`src/rtl/cache_pkg.sv`:
```
// Definitions shared by the data cache, instruction cache, arbiter and the fill FSM:
// fill-state encoding, block geometry and the block-base mask helper.
package cache_pkg;

    typedef enum logic {
        IDLE = 1'b0,
        FILL = 1'b1
    } fill_state_t;

    localparam int BLOCK_BYTES = 16;
    localparam int OFFSET_W    = $clog2(BLOCK_BYTES);

    // Byte address of the first byte of the block containing addr.
    function automatic logic [15:0] block_base(input logic [15:0] addr);
        return addr & ~16'(BLOCK_BYTES - 1);
    endfunction

endpackage

```
`src/rtl/cache_fill_fsm_if.sv`:
```
// Miss/fill/memory signal bundle of one cache fill FSM.
// master = the fill FSM, slave = the cache, arbiter and memory side.
interface cache_fill_fsm_if;

    logic        miss_detected;
    logic [15:0] miss_address;
    logic        mem_grant;
    logic [15:0] memory_data;
    logic        memory_data_valid;
    logic        fsm_busy;
    logic        mem_req;
    logic [15:0] memory_address;
    logic        write_data_array;
    logic        write_tag_array;
    logic [15:0] fill_address;
    logic [15:0] fill_data;
    logic        fill_error;

    modport master (
        input  miss_detected, miss_address, mem_grant, memory_data, memory_data_valid,
        output fsm_busy, mem_req, memory_address, write_data_array, write_tag_array,
               fill_address, fill_data, fill_error
    );

    modport slave (
        output miss_detected, miss_address, mem_grant, memory_data, memory_data_valid,
        input  fsm_busy, mem_req, memory_address, write_data_array, write_tag_array,
               fill_address, fill_data, fill_error
    );

endinterface

```
`src/rtl/cache_fill_fsm.sv`:
```
// Cache miss fill engine: fetches one block word-by-word from pipelined main memory.
// Optional response timeout/abort is enabled by defining CACHE_FILL_TIMEOUT_EN.
module cache_fill_fsm
    import cache_pkg::*;
#(
    parameter int BLOCK_WORDS = 8,
    parameter int MEM_LATENCY = 4
`ifdef CACHE_FILL_TIMEOUT_EN
    ,
    parameter int TIMEOUT_CYCLES = 8 * MEM_LATENCY
`endif
) (
    input  logic             clk,
    input  logic             rst_n,
    cache_fill_fsm_if.master bus
);

    localparam int CNT_W = $clog2(BLOCK_WORDS) + 1;
    localparam logic [CNT_W-1:0] ALL_WORDS = CNT_W'(BLOCK_WORDS);
    localparam logic [CNT_W-1:0] LAST_WORD = CNT_W'(BLOCK_WORDS - 1);

    // The block base mask assumes 16-bit words filling exactly one BLOCK_BYTES block.
    generate
        if (BLOCK_WORDS * 2 != BLOCK_BYTES || MEM_LATENCY < 1) begin : g_param_check
            $error("cache_fill_fsm: BLOCK_WORDS must match BLOCK_BYTES/2 and MEM_LATENCY >= 1");
        end
    endgenerate

    fill_state_t      state_reg;
    logic [15:0]      base_reg;
    logic [CNT_W-1:0] req_cnt_reg;
    logic [CNT_W-1:0] rsp_cnt_reg;

    logic in_fill;
    logic issue;
    logic accept;
    logic timed_out;

    assign in_fill = (state_reg == FILL);
    assign issue   = in_fill & bus.mem_grant & (req_cnt_reg < ALL_WORDS);
    assign accept  = in_fill & bus.memory_data_valid;

`ifdef CACHE_FILL_TIMEOUT_EN
    localparam int TMO_W = $clog2(TIMEOUT_CYCLES + 1);
    localparam logic [TMO_W-1:0] TMO_LAST = TMO_W'(TIMEOUT_CYCLES - 1);

    logic [TMO_W-1:0] tmo_cnt_reg;

    // Fires on the cycle the silent-cycle count would reach TIMEOUT_CYCLES.
    assign timed_out = in_fill & ~bus.memory_data_valid & (tmo_cnt_reg == TMO_LAST);
`else
    assign timed_out = 1'b0;
`endif

    assign bus.fsm_busy         = in_fill;
    assign bus.mem_req          = issue;
    assign bus.memory_address   = in_fill ? base_reg + (16'(req_cnt_reg) << 1) : '0;
    assign bus.write_data_array = accept;
    assign bus.write_tag_array  = accept & (rsp_cnt_reg == LAST_WORD);
    assign bus.fill_address     = in_fill ? base_reg + (16'(rsp_cnt_reg) << 1) : '0;
    assign bus.fill_data        = in_fill ? bus.memory_data : '0;
    assign bus.fill_error       = timed_out;

    always_ff @(posedge clk or negedge rst_n) begin
        if (!rst_n) begin
            state_reg   <= IDLE;
            base_reg    <= '0;
            req_cnt_reg <= '0;
            rsp_cnt_reg <= '0;
`ifdef CACHE_FILL_TIMEOUT_EN
            tmo_cnt_reg <= '0;
`endif
        end else begin
            case (state_reg)
                IDLE: begin
                    if (bus.miss_detected) begin
                        state_reg   <= FILL;
                        base_reg    <= block_base(bus.miss_address);
                        req_cnt_reg <= '0;
                        rsp_cnt_reg <= '0;
`ifdef CACHE_FILL_TIMEOUT_EN
                        tmo_cnt_reg <= '0;
`endif
                    end
                end
                FILL: begin
                    if (issue) begin
                        req_cnt_reg <= req_cnt_reg + CNT_W'(1);
                    end
                    // Responses return in request order, so rsp_cnt alone tracks the word.
                    if (accept) begin
                        rsp_cnt_reg <= rsp_cnt_reg + CNT_W'(1);
                        if (rsp_cnt_reg == LAST_WORD) begin
                            state_reg <= IDLE;
                        end
                    end
`ifdef CACHE_FILL_TIMEOUT_EN
                    if (accept) begin
                        tmo_cnt_reg <= '0;
                    end else if (timed_out) begin
                        state_reg <= IDLE;
                    end else begin
                        tmo_cnt_reg <= tmo_cnt_reg + TMO_W'(1);
                    end
`endif
                end
                default: state_reg <= IDLE;
            endcase
        end
    end

endmodule

```
`src/flat_wrapper.sv`:
```
// flat-port wrapper written by rule: the top's interface ports become plain ports
module cache_fill_fsm_flat import cache_pkg::*;
#(
    parameter int BLOCK_WORDS = 8,
    parameter int MEM_LATENCY = 4

)
  (clk, rst_n, bus_miss_detected, bus_miss_address, bus_mem_grant, bus_memory_data, bus_memory_data_valid, bus_fsm_busy, bus_mem_req, bus_memory_address, bus_write_data_array, bus_write_tag_array, bus_fill_address, bus_fill_data, bus_fill_error);
  cache_fill_fsm_if bus_i ();
  input  logic clk;
  input  logic rst_n;
  input wire logic [$bits(bus_i.miss_detected)-1:0] bus_miss_detected;
  input wire logic [$bits(bus_i.miss_address)-1:0] bus_miss_address;
  input wire logic [$bits(bus_i.mem_grant)-1:0] bus_mem_grant;
  input wire logic [$bits(bus_i.memory_data)-1:0] bus_memory_data;
  input wire logic [$bits(bus_i.memory_data_valid)-1:0] bus_memory_data_valid;
  output wire logic [$bits(bus_i.fsm_busy)-1:0] bus_fsm_busy;
  output wire logic [$bits(bus_i.mem_req)-1:0] bus_mem_req;
  output wire logic [$bits(bus_i.memory_address)-1:0] bus_memory_address;
  output wire logic [$bits(bus_i.write_data_array)-1:0] bus_write_data_array;
  output wire logic [$bits(bus_i.write_tag_array)-1:0] bus_write_tag_array;
  output wire logic [$bits(bus_i.fill_address)-1:0] bus_fill_address;
  output wire logic [$bits(bus_i.fill_data)-1:0] bus_fill_data;
  output wire logic [$bits(bus_i.fill_error)-1:0] bus_fill_error;
  assign bus_i.miss_detected = bus_miss_detected;
  assign bus_i.miss_address = bus_miss_address;
  assign bus_i.mem_grant = bus_mem_grant;
  assign bus_i.memory_data = bus_memory_data;
  assign bus_i.memory_data_valid = bus_memory_data_valid;
  assign bus_fsm_busy = bus_i.fsm_busy;
  assign bus_mem_req = bus_i.mem_req;
  assign bus_memory_address = bus_i.memory_address;
  assign bus_write_data_array = bus_i.write_data_array;
  assign bus_write_tag_array = bus_i.write_tag_array;
  assign bus_fill_address = bus_i.fill_address;
  assign bus_fill_data = bus_i.fill_data;
  assign bus_fill_error = bus_i.fill_error;
  cache_fill_fsm #(.BLOCK_WORDS(BLOCK_WORDS), .MEM_LATENCY(MEM_LATENCY)) u_core (.clk(clk), .rst_n(rst_n), .bus(bus_i));
endmodule
```
`config.mk`:
```
export PLATFORM = sky130hd
export DESIGN_NAME = cache_fill_fsm_flat
export DESIGN_NICKNAME = d
export VERILOG_FILES = /design/src/rtl/cache_pkg.sv /design/src/rtl/cache_fill_fsm_if.sv /design/src/rtl/cache_fill_fsm.sv /design/src/flat_wrapper.sv
export SDC_FILE = /design/constraint.sdc
export NUM_CORES = 1
export LEC_CHECK = 0
export BUFFER_PORTS_ARGS = -buffer_cell sky130_fd_sc_hd__buf_2
export CAP_MARGIN = 10
export CORE_MARGIN = 2
export CORE_UTILIZATION = 40
export DETAILED_ROUTE_END_ITERATION = 10
export PLACE_DENSITY = 0.79
export SYNTH_ARGS = -nofsm -noshare
export SYNTH_HDL_FRONTEND = slang
export SYNTH_SLANG_ARGS = --single-unit
```
`constraint.sdc`:
```
create_clock -name clk -period 1.5 [get_ports clk]
set_input_delay 0 -clock clk [delete_from_list [all_inputs] [get_ports clk]]
set_output_delay 0 -clock clk [all_outputs]
set_load 0.03 [all_outputs]
```
* Word-level counts from Yosys, hierarchy flattened *
Cells that the tools add are included.

storage, ports and cells
  word-level logic and storage cells = 33
  output and inout port bits = 53
  flip-flop bits (word level) = 21

operators by class
  $lt $le $gt $ge = 1
  eq/ne operators = 4
  $add $sub $neg = 4
  muxes and demuxes = 12
  reductions and logical operators = 3
  bitwise logic cells = 5

operator list
  operator                                                               number
  16-bit 2-to-1 mux                                                      3
  16-bit by 5-bit adder with 16-bit output                               2
  4-bit one-hot mux with 2 select lines                                  2
  4-bit 2-to-1 mux                                                       3
  4-bit by 1-bit adder with 4-bit output, second input constant          2
  2-bit != test, second input constant                                   3
  2-bit AND reduction                                                    3
  1-bit bitwise AND                                                      4
  4-bit by 3-bit equality test with 1-bit output, second input constant  1
  4-bit less-than comparator, second input constant                      1
  1-bit 2-to-1 mux                                                       3
  1-bit one-hot mux with 2 select lines                                  1
  1-bit NOT                                                              1

* Depth between registers and ports, before layout *
  depth after elaboration = 4
  mapped depth = 6

* Least setup slack after synthesis *
OpenSTA, ideal clock, no wires.

  kind = register to output
  start = register u_core.base_reg[4]
  end = output port bus_fill_address[10]
  setup slack = -0.297 ns
  data arrival time = 1.797 ns
  data required time = 1.500 ns
  stages on the path, launching flop included = 6
  path through = dfrtp_1 ha_1 ha_1 nand3_1 or3_2 a21oi_1

between the ends
  word-level cells in the longest chain between the ends = 2

ends and longest elaborated chain
  what                                      RTL line              RTL
  from (decl)                               cache_fill_fsm.sv:30  logic [15:0] base_reg;
  from (signal assigned)                    cache_fill_fsm.sv:78  base_reg <= block_base(bus.miss_address);
  16-bit by 5-bit adder with 16-bit output  cache_fill_fsm.sv:60  assign bus.fill_address = in_fill ? base_reg + (16'(rsp_cnt_reg) << 1) : '0;
  16-bit 2-to-1 mux                         cache_fill_fsm.sv:60
  to (decl)                                 flat_wrapper.sv:22    output wire logic [$bits(bus_i.fill_address)-1:0] bus_fill_address;

No other way between the ends.

* Final worst setup path *
  start = register u_core.base_reg[4]
  end = output port bus_memory_address[14]

between the ends
  word-level cells in the longest chain between the ends = 2

ends and longest elaborated chain
  what                                      RTL line              RTL
  16-bit by 5-bit adder with 16-bit output  cache_fill_fsm.sv:57  assign bus.memory_address = in_fill ? base_reg + (16'(req_cnt_reg) << 1) : '0;
  16-bit 2-to-1 mux                         cache_fill_fsm.sv:57
  to (decl)                                 flat_wrapper.sv:19    output wire logic [$bits(bus_i.memory_address)-1:0] bus_memory_address;

No other way between the ends.

==> metrics <==
min-delay src=bus_memory_data_valid; register area=539 um^2; Clock Tree Root=clkbuf_8; Final Hold Viols=0; most frequent cells in the layout=buf_2, nand2_1, buf_4; Worst R2R End=u_core.base_reg[8]; non-filler instance count after layout=381; clock sink count=21; # IOs=90; critical path fanouts, max=4; Slew Limit Fails=0; routed vias=1918; library cells used by synthesis=37; Crit Path Class=register to output pin; num rows=23; buffer and inverter count on the worst path=2; vias in the first global route=1625; worst slack at placement=-0.203 ns; Layout Utilization=0.745; ANT cells=0; CTS buffer count=3; Crit path max-delay family=simple AND/OR/NAND/NOR gates; Core Footprint=3940 um^2; # placed instances=350; hold depth=3; first-pass GRT wire length=7330 um; Mean Syn Cell Area=7.93 um^2; Yosys reg bits=21; worst skew pair latency=0.26 ns; Worst setup EP type=output pin; Syn Inst Count=205; Post-synth EDFFs=0; worst clock skew=0.00154 ns; Req. time, crit path=1.50 ns; layout net count=375; failing checks=negative setup slack; area growth from synthesis to layout=80.6%; max incr delay on CP=0.43 ns; footprint of the multi-input gates=1280 um^2; Initial Util=0.413; ordered list of cells on the worst path=buf_6 -> ha_4 -> nand4_4 -> or3_4 -> mux2i_4 -> buf_6; R2R setup slack=0.28 ns; status=finished, violations left; Final Wtd Congestion=0.804; initial antenna violation count=0; max cap viols=0; IO buf count=82; leading cell type in the layout, fill and taps excluded=buf_2; DRT antenna net count=0; power density cells=2170 nW/um^2; CP dominant cell by count=buf_6; CP Launch Type=register; clk slew on worst S/H paths=0.07 ns; Hold WC Path Type=primary input to register; max FFs per register=12; DP Area=2270 um^2; fmax=0.547 GHz; sequential-to-total area share from yosys stat=0.323; VDD IR-drop max=1520 uV; CTS max path bufs=2; # DRC=0; hold_ws=0.0767 ns; setup ws final=-0.327 ns; H-Tree Depth=1; Synth Warn #=0; CTS tree=built; vias per cell=5.03; LEAKAGE=1.45 nW; per-cell routed wire length=14.6 um; Post-synth ARST share=1.00; minimum clock period=1.83 ns; WP depth=6; fillers=249; Slowest cell on crit path=or3_4; Die Height=67.8 um; Die Area=4590 um^2; final setup vio count=21; RSZ-0062 raised after global routing=true; period utilization=1.22; drt pass-1 iters=4; R2R Path Start=u_core.bus.fsm_busy; Starting DRT DRC Count=128; post-route design area=2940 um^2; hold-critical path endpoint=u_core.rsp_cnt_reg[3]; GRT Util Overall=0.213; ys flop type=dfrtp_1; layout cells sized above 1=0.547; area of the mapped netlist=1630 um^2; path depth of the worst reg2reg path=4; die width=67.8 um; Arrival @ worst endpoint=1.83 ns; total gr overflow=0; Post-Route WL=5570 um; placed wire-length estimate=3230 um; largest net degree at the start of global routing=22
## what timing repair did
item                                   4_1_cts  5_1_grt
pin swaps                                   13       18
resized for setup                           69       35
hold buffers                                14        0
endpoints found under the hold margin       34        0
setup endpoints to repair                   22       24
setup buffers                                3       15
## cells by family (layout without fill, tap and decap cells)
family,Yosys count,after routing,share of synthesized area
mux,6,6,0.0369
flops,21,21,0.323
buf+inv,21,145,0.0869
compound gates,23,23,0.0808
other cells,1,3,0.00231
xor+xnor,8,8,0.0431
simple gates,119,119,0.381
fa+ha+maj,6,6,0.0462
## worst max-delay path by stage
| stage | from | endpoint | slack (ns) |
|---|---|---|---|
| 2_1_floorplan | u_core.base_reg[4] | bus_fill_address[10] | -0.13 |
| 3_3_place_gp | u_core.base_reg[4] | bus_fill_address[10] | -0.13 |
| 3_5_place_dp | u_core.base_reg[4] | bus_fill_address[10] | -0.20 |
| 4_1_cts | u_core.base_reg[4] | bus_memory_address[14] | -0.32 |
| 5_1_grt | u_core.base_reg[4] | bus_memory_address[14] | -0.39 |
| 6_report | u_core.base_reg[4] | bus_memory_address[14] | -0.33 |
## synthesized netlist by cell type, types with 2 or more instances
cell type	n	area, um^2
clkbuf_8	3	41.3
xnor2_1	2	17.5
nor2_1	11	41.3
nand3_1	10	50.1
or3_2	2	15.0
nor3_1	4	20.0
buf_6	2	22.5
ha_1	6	75.1
mux2i_1	6	60.1
nand2b_1	3	18.8
a21oi_1	8	40.0
nor3b_1	2	15.0
dfrtp_1	21	526
buf_4	4	30.0
xor2_1	6	52.6
and2_1	25	156
nand2_1	46	173
inv_1	4	15.0
or3_1	6	37.5
nand4_1	3	18.8
o21ai_0	10	50.1
clkbuf_1	6	22.5
## stage by stage
| stage | power (mW) | TNS [ns] |
|---|---|---|
| global placement | 4.71 | -0.667 |
| global route | 6.76 | -5.70 |
| detailed placement | 4.78 | -1.32 |
| finish | 6.38 | -4.26 |
| floorplan | 3.75 | -0.191 |
| CTS | 5.78 | -4.36 |
## where the power goes
group	internal [mW]	switching, mW	total, mW
sequential	0.868	0.450	1.32
combinational	2.03	2.65	4.68
clock	0.190	0.187	0.376
total	3.09	3.29	6.38
## worst register-to-register path: cells and delay by family, from the launching register on
| family | cells | cell delay, ns |
|---|---|---|
| buf+inv | 1 | 0.24 |
| flops | 1 | 0.47 |
| simple gates | 3 | 0.45 |
## final cells by class
class	instances	share of cell area
Multi-Input combinational cell	165	0.437
Inverter	4	0.00511
Timing Repair Buffer	137	0.338
Tap cell	50	0.0213
Sequential cell	21	0.184
Clock buffer	4	0.0153
## metal layers
metal,wire length [um],vias to the layer above,track usage,part of all wire
met5,0,-,0,0
met3,401,18,0.0400,0.072
li1,-,927,-,-
met4,181,0,0.0750,0.033
met1,2070,877,0.252,0.37
met2,2910,96,0.381,0.52
Note: power is estimated with default switching activity, not from simulation.
